**src/rtl/scene_painter_if.sv**
```systemverilog
// Pixel-job stream and descriptor-table write bus of the scene painter.
// The painter takes the master side; game logic and the fetch stage the slave.
interface scene_painter_if #(
  parameter int COOR_WIDTH    = 11,
  parameter int ELEMENT_WIDTH = 5
);
  logic                     desc_we;
  logic [ELEMENT_WIDTH-1:0] desc_addr;
  logic                     desc_enable;
  logic [COOR_WIDTH-1:0]    desc_sprite_x;
  logic [COOR_WIDTH-1:0]    desc_sprite_y;
  logic [COOR_WIDTH-1:0]    desc_frame_x;
  logic [COOR_WIDTH-1:0]    desc_frame_y;
  logic [COOR_WIDTH-1:0]    desc_width;
  logic [COOR_WIDTH-1:0]    desc_height;

  logic                     pix_valid;
  logic                     pix_ready;
  logic [COOR_WIDTH-1:0]    pix_x;
  logic [COOR_WIDTH-1:0]    pix_y;
  logic [COOR_WIDTH-1:0]    pix_sprite_x;
  logic [COOR_WIDTH-1:0]    pix_sprite_y;
  logic                     pix_is_bg;
  logic [ELEMENT_WIDTH-1:0] pix_index;

  modport master (
    input  desc_we, desc_addr, desc_enable,
    input  desc_sprite_x, desc_sprite_y,
    input  desc_frame_x, desc_frame_y,
    input  desc_width, desc_height,
    input  pix_ready,
    output pix_valid, pix_x, pix_y,
    output pix_sprite_x, pix_sprite_y,
    output pix_is_bg, pix_index
  );

  modport slave (
    output desc_we, desc_addr, desc_enable,
    output desc_sprite_x, desc_sprite_y,
    output desc_frame_x, desc_frame_y,
    output desc_width, desc_height,
    output pix_ready,
    input  pix_valid, pix_x, pix_y,
    input  pix_sprite_x, pix_sprite_y,
    input  pix_is_bg, pix_index
  );
endinterface

```
**src/rtl/scene_painter.sv**
```systemverilog
// Frame composer: background raster, then each enabled table element.
// Define SCENE_PAINTER_CLIP_EN to suppress element pixels outside the screen.
module scene_painter #(
  parameter int COOR_WIDTH    = 11,
  parameter int ELEMENT_COUNT = 32,
  parameter int ELEMENT_WIDTH = 5,
  parameter int SCREEN_W      = 1280,
  parameter int SCREEN_H      = 250
) (
  input  logic clk_33m,
  input  logic rst,
  input  logic start,
  output logic busy,
  output logic done,
  scene_painter_if.master bus
);
  localparam int CW = COOR_WIDTH;
  localparam int EW = ELEMENT_WIDTH;
  localparam logic [CW-1:0] ONE   = CW'(1);
  localparam logic [CW-1:0] XMAX  = CW'(SCREEN_W - 1);
  localparam logic [CW-1:0] YMAX  = CW'(SCREEN_H - 1);
  localparam logic [EW-1:0] E_ONE = EW'(1);
  localparam logic [EW-1:0] LAST  = EW'(ELEMENT_COUNT - 1);

  typedef enum logic [2:0] {
    IDLE, BG, LOAD, ELEM, FIN
  } state_t;

  state_t state;

  logic          t_en [ELEMENT_COUNT];
  logic [CW-1:0] t_sx [ELEMENT_COUNT];
  logic [CW-1:0] t_sy [ELEMENT_COUNT];
  logic [CW-1:0] t_fx [ELEMENT_COUNT];
  logic [CW-1:0] t_fy [ELEMENT_COUNT];
  logic [CW-1:0] t_w  [ELEMENT_COUNT];
  logic [CW-1:0] t_h  [ELEMENT_COUNT];

  logic [EW-1:0] idx;
  logic [CW-1:0] dx, dy;
  logic [CW-1:0] w, h, fx, fy, sx, sy;

  logic          fire, step, skip;
  logic          bg_xend, bg_yend;
  logic          x_end, y_end;
  logic [CW-1:0] bnx, bny, nx, ny;
  logic          vis_first, vis_next;

  always_ff @(posedge clk_33m) begin
    if (rst) begin
      for (int k = 0; k < ELEMENT_COUNT; k++) begin
        t_en[k] <= 1'b0;
        t_sx[k] <= '0;
        t_sy[k] <= '0;
        t_fx[k] <= '0;
        t_fy[k] <= '0;
        t_w[k]  <= '0;
        t_h[k]  <= '0;
      end
    end else if (bus.desc_we &&
                 int'(bus.desc_addr) < ELEMENT_COUNT) begin
      t_en[bus.desc_addr] <= bus.desc_enable;
      t_sx[bus.desc_addr] <= bus.desc_sprite_x;
      t_sy[bus.desc_addr] <= bus.desc_sprite_y;
      t_fx[bus.desc_addr] <= bus.desc_frame_x;
      t_fy[bus.desc_addr] <= bus.desc_frame_y;
      t_w[bus.desc_addr]  <= bus.desc_width;
      t_h[bus.desc_addr]  <= bus.desc_height;
    end
  end

  always_comb begin
    fire    = bus.pix_valid & bus.pix_ready;
    step    = fire | ~bus.pix_valid;
    skip    = ~t_en[idx] | (t_w[idx] == '0) |
              (t_h[idx] == '0);
    bg_xend = (dx == XMAX);
    bg_yend = (dy == YMAX);
    bnx     = bg_xend ? '0 : dx + ONE;
    bny     = bg_xend ? dy + ONE : dy;
    x_end   = (dx == w - ONE);
    y_end   = (dy == h - ONE);
    nx      = x_end ? '0 : dx + ONE;
    ny      = x_end ? dy + ONE : dy;
  end

`ifdef SCENE_PAINTER_CLIP_EN
  localparam logic [CW:0] SW = (CW+1)'(SCREEN_W);
  localparam logic [CW:0] SH = (CW+1)'(SCREEN_H);

  // One extra bit so a wrapped sum still reads as off-screen.
  logic [CW:0] nsx, nsy;
  always_comb begin
    nsx       = {1'b0, fx} + {1'b0, nx};
    nsy       = {1'b0, fy} + {1'b0, ny};
    vis_first = ({1'b0, t_fx[idx]} < SW) &&
                ({1'b0, t_fy[idx]} < SH);
    vis_next  = (nsx < SW) && (nsy < SH);
  end
`else
  always_comb begin
    vis_first = 1'b1;
    vis_next  = 1'b1;
  end
`endif

  always_ff @(posedge clk_33m) begin
    if (rst) begin
      state            <= IDLE;
      busy             <= 1'b0;
      done             <= 1'b0;
      idx              <= '0;
      dx               <= '0;
      dy               <= '0;
      w                <= '0;
      h                <= '0;
      fx               <= '0;
      fy               <= '0;
      sx               <= '0;
      sy               <= '0;
      bus.pix_valid    <= 1'b0;
      bus.pix_x        <= '0;
      bus.pix_y        <= '0;
      bus.pix_sprite_x <= '0;
      bus.pix_sprite_y <= '0;
      bus.pix_is_bg    <= 1'b0;
      bus.pix_index    <= '0;
    end else begin
      done <= 1'b0;
      unique case (state)
        IDLE: if (start) begin
          state            <= BG;
          busy             <= 1'b1;
          idx              <= '0;
          dx               <= '0;
          dy               <= '0;
          bus.pix_valid    <= 1'b1;
          bus.pix_x        <= '0;
          bus.pix_y        <= '0;
          bus.pix_sprite_x <= '0;
          bus.pix_sprite_y <= '0;
          bus.pix_is_bg    <= 1'b1;
          bus.pix_index    <= '0;
        end
        BG: if (fire) begin
          if (bg_xend && bg_yend) begin
            bus.pix_valid <= 1'b0;
            bus.pix_is_bg <= 1'b0;
            idx           <= '0;
            state         <= LOAD;
          end else begin
            dx        <= bnx;
            dy        <= bny;
            bus.pix_x <= bnx;
            bus.pix_y <= bny;
          end
        end
        LOAD: if (skip) begin
          if (idx == LAST) begin
            state <= FIN;
            done  <= 1'b1;
            busy  <= 1'b0;
          end else begin
            idx <= idx + E_ONE;
          end
        end else begin
          // Descriptor is frozen here; later writes wait for next frame.
          w                <= t_w[idx];
          h                <= t_h[idx];
          fx               <= t_fx[idx];
          fy               <= t_fy[idx];
          sx               <= t_sx[idx];
          sy               <= t_sy[idx];
          dx               <= '0;
          dy               <= '0;
          bus.pix_valid    <= vis_first;
          bus.pix_x        <= t_fx[idx];
          bus.pix_y        <= t_fy[idx];
          bus.pix_sprite_x <= t_sx[idx];
          bus.pix_sprite_y <= t_sy[idx];
          bus.pix_is_bg    <= 1'b0;
          bus.pix_index    <= idx;
          state            <= ELEM;
        end
        ELEM: if (step) begin
          if (x_end && y_end) begin
            bus.pix_valid <= 1'b0;
            if (idx == LAST) begin
              state <= FIN;
              done  <= 1'b1;
              busy  <= 1'b0;
            end else begin
              idx   <= idx + E_ONE;
              state <= LOAD;
            end
          end else begin
            dx               <= nx;
            dy               <= ny;
            bus.pix_valid    <= vis_next;
            bus.pix_x        <= fx + nx;
            bus.pix_y        <= fy + ny;
            bus.pix_sprite_x <= sx + nx;
            bus.pix_sprite_y <= sy + ny;
          end
        end
        FIN: state <= IDLE;
        default: state <= IDLE;
      endcase
    end
  end
endmodule

```
**src/flat_wrapper.sv**
```systemverilog
// flat-port wrapper written by rule: the top's interface ports become plain ports
module scene_painter_flat 
#(
  parameter int COOR_WIDTH    = 11,
  parameter int ELEMENT_COUNT = 32,
  parameter int ELEMENT_WIDTH = 5,
  parameter int SCREEN_W      = 1280,
  parameter int SCREEN_H      = 250
)
  (clk_33m, rst, start, busy, done, bus_desc_we, bus_desc_addr, bus_desc_enable, bus_desc_sprite_x, bus_desc_sprite_y, bus_desc_frame_x, bus_desc_frame_y, bus_desc_width, bus_desc_height, bus_pix_ready, bus_pix_valid, bus_pix_x, bus_pix_y, bus_pix_sprite_x, bus_pix_sprite_y, bus_pix_is_bg, bus_pix_index);
  scene_painter_if #(.COOR_WIDTH(COOR_WIDTH), .ELEMENT_WIDTH(ELEMENT_WIDTH)) bus_i ();
  input  logic clk_33m;
  input  logic rst;
  input  logic start;
  output logic busy;
  output logic done;
  input wire logic [$bits(bus_i.desc_we)-1:0] bus_desc_we;
  input wire logic [$bits(bus_i.desc_addr)-1:0] bus_desc_addr;
  input wire logic [$bits(bus_i.desc_enable)-1:0] bus_desc_enable;
  input wire logic [$bits(bus_i.desc_sprite_x)-1:0] bus_desc_sprite_x;
  input wire logic [$bits(bus_i.desc_sprite_y)-1:0] bus_desc_sprite_y;
  input wire logic [$bits(bus_i.desc_frame_x)-1:0] bus_desc_frame_x;
  input wire logic [$bits(bus_i.desc_frame_y)-1:0] bus_desc_frame_y;
  input wire logic [$bits(bus_i.desc_width)-1:0] bus_desc_width;
  input wire logic [$bits(bus_i.desc_height)-1:0] bus_desc_height;
  input wire logic [$bits(bus_i.pix_ready)-1:0] bus_pix_ready;
  output wire logic [$bits(bus_i.pix_valid)-1:0] bus_pix_valid;
  output wire logic [$bits(bus_i.pix_x)-1:0] bus_pix_x;
  output wire logic [$bits(bus_i.pix_y)-1:0] bus_pix_y;
  output wire logic [$bits(bus_i.pix_sprite_x)-1:0] bus_pix_sprite_x;
  output wire logic [$bits(bus_i.pix_sprite_y)-1:0] bus_pix_sprite_y;
  output wire logic [$bits(bus_i.pix_is_bg)-1:0] bus_pix_is_bg;
  output wire logic [$bits(bus_i.pix_index)-1:0] bus_pix_index;
  assign bus_i.desc_we = bus_desc_we;
  assign bus_i.desc_addr = bus_desc_addr;
  assign bus_i.desc_enable = bus_desc_enable;
  assign bus_i.desc_sprite_x = bus_desc_sprite_x;
  assign bus_i.desc_sprite_y = bus_desc_sprite_y;
  assign bus_i.desc_frame_x = bus_desc_frame_x;
  assign bus_i.desc_frame_y = bus_desc_frame_y;
  assign bus_i.desc_width = bus_desc_width;
  assign bus_i.desc_height = bus_desc_height;
  assign bus_i.pix_ready = bus_pix_ready;
  assign bus_pix_valid = bus_i.pix_valid;
  assign bus_pix_x = bus_i.pix_x;
  assign bus_pix_y = bus_i.pix_y;
  assign bus_pix_sprite_x = bus_i.pix_sprite_x;
  assign bus_pix_sprite_y = bus_i.pix_sprite_y;
  assign bus_pix_is_bg = bus_i.pix_is_bg;
  assign bus_pix_index = bus_i.pix_index;
  scene_painter #(.COOR_WIDTH(COOR_WIDTH), .ELEMENT_COUNT(ELEMENT_COUNT), .ELEMENT_WIDTH(ELEMENT_WIDTH), .SCREEN_W(SCREEN_W), .SCREEN_H(SCREEN_H)) u_core (.clk_33m(clk_33m), .rst(rst), .start(start), .busy(busy), .done(done), .bus(bus_i));
endmodule
```
**config.mk**
```make
export PLATFORM = sky130hd
export DESIGN_NAME = scene_painter_flat
export DESIGN_NICKNAME = d
export VERILOG_FILES = /design/src/rtl/scene_painter_if.sv /design/src/rtl/scene_painter.sv /design/src/flat_wrapper.sv
export SDC_FILE = /design/constraint.sdc
export NUM_CORES = 2
export LEC_CHECK = 0
export CORE_UTILIZATION = 40
export DETAILED_ROUTE_END_ITERATION = 10
export GPL_ROUTABILITY_DRIVEN = 0
export SKIP_LAST_GASP = 1
export SLEW_MARGIN = 20
export SYNTH_ARGS = -nofsm -noshare
export SYNTH_HDL_FRONTEND = slang
export SYNTH_SLANG_ARGS = --single-unit
```
**constraint.sdc**
```tcl
create_clock -name clk_33m -period 7.9 [get_ports clk_33m]
set_input_delay 1.58 -clock clk_33m [delete_from_list [all_inputs] [get_ports clk_33m]]
set_output_delay 1.58 -clock clk_33m [all_outputs]
set_load 0.05 [all_outputs]
```
==> out/metrics.yaml <==
synth_top_flop_cell: "edfxtp_1"
die_h_um: 518
die_width_um: 518
firstDrtPassIters: 9
cp-end-kind: "register"
stdcell_count: 10600
final_layout_size_suffix_gt1_frac: 0.183
synth_top_area_cell: "edfxtp_1"
die-area_sq_mm: 0.268
cts_buffer_depth: 3
peakVddDrop_mv: 0.263
grt_pass1_vias: 62000
ios: 130
setup.worst_path.class: "register to register"
outcome: "completed"
p_seq_frac: 0.478
drc: 0
wl_per_cell_um: 33.5
grt.total_usage: 0.262
cts_root_buffer: "clkbuf_16"
worst_hold_slack_ns: 0.457
power_density_mw_per_mm2: 253
finalSetupViolCount: 0
routed_wirelength_um: 354000
place_area_sq_mm: 0.112
final_hold_viol_count: 0
worstSkewPairLatency_ns: 0.90
syn_area_sq_mm: 0.106
slew_violations: 0
syn_area_per_cell_sq_um: 15.2
ys_seq_area_frac: 0.634
crit_fanout: 59
core_area_sq_mm: 0.263
period_needed_ns: 5.96
synth_edf_count: 2144
viasPerCell: 5.95
numPortBuffers: 129
htreeDepth: 4
rsz0062_at_grt: "no"
synth_warnings: 0
drt_iter0_drc: 9316
yosysUniqueCellTypes: 82
grt_pass1_wl_um: 495000
tightest_slew_ns: 1.12
stdcell_area_sq_mm: 0.119
vias: 62900
dp.cells: 10100
final.setup.tns_ns: 0
ctsHoldBuffers: 0
arrival_ns: 6.70
clk_pin_slew_ns: 0.06
p_sw_frac: 0.270
relSlewSlack: 0.233
area_delta_synth_final_pct: 12.1
cap_violations: 0
overflow: 0
postCtsSetupBuffers: 0
finalCritPeriodShare: 0.755
ys_ff_latch: 2298
nets: 6969
holdCritPathClass: "register to register"
antenna_left: 0
hpwl_um: 192000
antenna_found_initial: 48
internal-power_mw: 22.0
postSynth.asyncResetShare: 0
p_clk_frac: 0.357
post_cts_resized: 0
skew_ns: 0.0350
grt_max_degree: 108
p_leak_nw: 39.2
ys_top_cells_by_area: "edfxtp_1, mux4_2, and2_1"
cts_buffers: 233
yosysTopAreaCellShare: 0.605
start_util: 0.404
num_rows: 188
cts_tree: "built"
crit_required_ns: 8.64
switchingPower_mw: 8.14
comb_power_share: 0.165
syn-instance-count: 7011
startpoint_type: "register"
timing.fmax_mhz: 168
synth_fp_nets: 7126
clock-sinks: 2298
layout by cell type (no fill, tap or decap), types with 52 or more instances in the layout:
cell type	count
nand2_1	106
xnor2_1	73
nor2_1	199
mux4_2	667
o21ai_0	65
clkdlybuf4s50_1	121
buf_4	121
clkinv_1	52
mux2i_1	73
clkbuf_16	238
and2_1	2147
a21oi_1	90
dfxtp_1	148
edfxtp_1	2144
clkbuf_1	66
worst max-delay path, cell delays in order (launching register included):
cell and delay, ns:
dfxtp_4 0.90, buf_4 0.50, mux4_2 0.36, mux4_2 0.48
mux2_2 0.31, or3_1 0.41, or4_4 0.61, and3_4 0.42
buf_4 0.46, inv_1 0.64, a21oi_1 0.15, nor3_1 0.19
a211oi_1 0.08
cell usage after synthesis (15+ instances only):
cell type	count
clkbuf_1	587
nor2_1	231
mux2_2	37
o21ai_0	97
a21oi_1	90
a31oi_1	16
nand4_1	15
a211oi_1	48
nand3_1	23
buf_2	48
and2_1	2147
dfxtp_1	154
inv_1	39
mux2i_1	76
mux4_2	667
edfxtp_1	2144
buf_1	45
ha_1	36
nor3_1	30
nor4_1	15
xnor2_1	73
or3_1	28
nand2_1	106
xor2_1	27
worst paths after layout:
path	slack (ns)	end	startpoint	cells after the start
min	0.46	u_core.bus.pix_x[3]	u_core.bus.pix_x[3]	2
max	1.94	u_core.state[1]	register	12
max reg2reg	1.94	u_core.state[1]	register	12
min reg2reg	0.46	u_core.bus.pix_x[3]	u_core.bus.pix_x[3]	2
flip-flops by register name (all words and copies together) (netlist names), 32 cells and up, named ones only:
name,flops
u_core.t_sy,352
u_core.t_en,32
u_core.t_h,352
u_core.t_w,352
u_core.t_fy,352
u_core.t_fx,352
u_core.t_sx,352
cell type report:
cell class                 instances  area [sq um]
fill                           22800        144000
sequential                      2298         67500
multi-input combinational       3980         36700
clock buffer                     310          6290
tap                             3515          4400
timing repair buffer             301          3220
clock inverter                   116           977
inverter                          40           156
antenna                           17          42.5
cells by family after synthesis:
| logic type | Yosys count | share of synthesized area |
|---|---|---|
| DFF | 2298 | 0.634 |
| adders and majority gates | 47 | 0.00546 |
| and+or+nand+nor | 2667 | 0.149 |
| buffers and inverters | 733 | 0.0271 |
| AOI/OAI and AO/OA | 386 | 0.0237 |
| xor gates and xnor gates | 100 | 0.00823 |
| muxes | 780 | 0.152 |
metrics by stage:
stage / total power [mW] / util / worst slack, ns
after global placement: 19.6 / 0.424 / 1.28
after detailed placement: 19.6 / 0.425 / 2.01
after CTS: 30.3 / 0.453 / 2.00
after global routing: 31.0 / 0.453 / 1.54
final: 30.2 / 0.453 / 1.94
after floorplan: 18.0 / - / 0.182
per-layer routing:
metal	up-vias	track usage	wire, um
met3	671	0.0541	37400
li1	25600	-	-
met5	-	0	145
met4	18	0.0910	13100
met1	32800	0.356	138000
met2	3836	0.416	166000
power by group through the flow:
stage	clock network [mW]	registers [mW]	logic (mW)
floorplan	0	14.7	3.27
global placement	0	14.6	4.93
detailed placement	0	14.7	4.96
CTS	10.9	14.4	4.98
global route	11.3	14.5	5.24
finish	10.8	14.4	4.98
(Power assumes the default switching activity.)
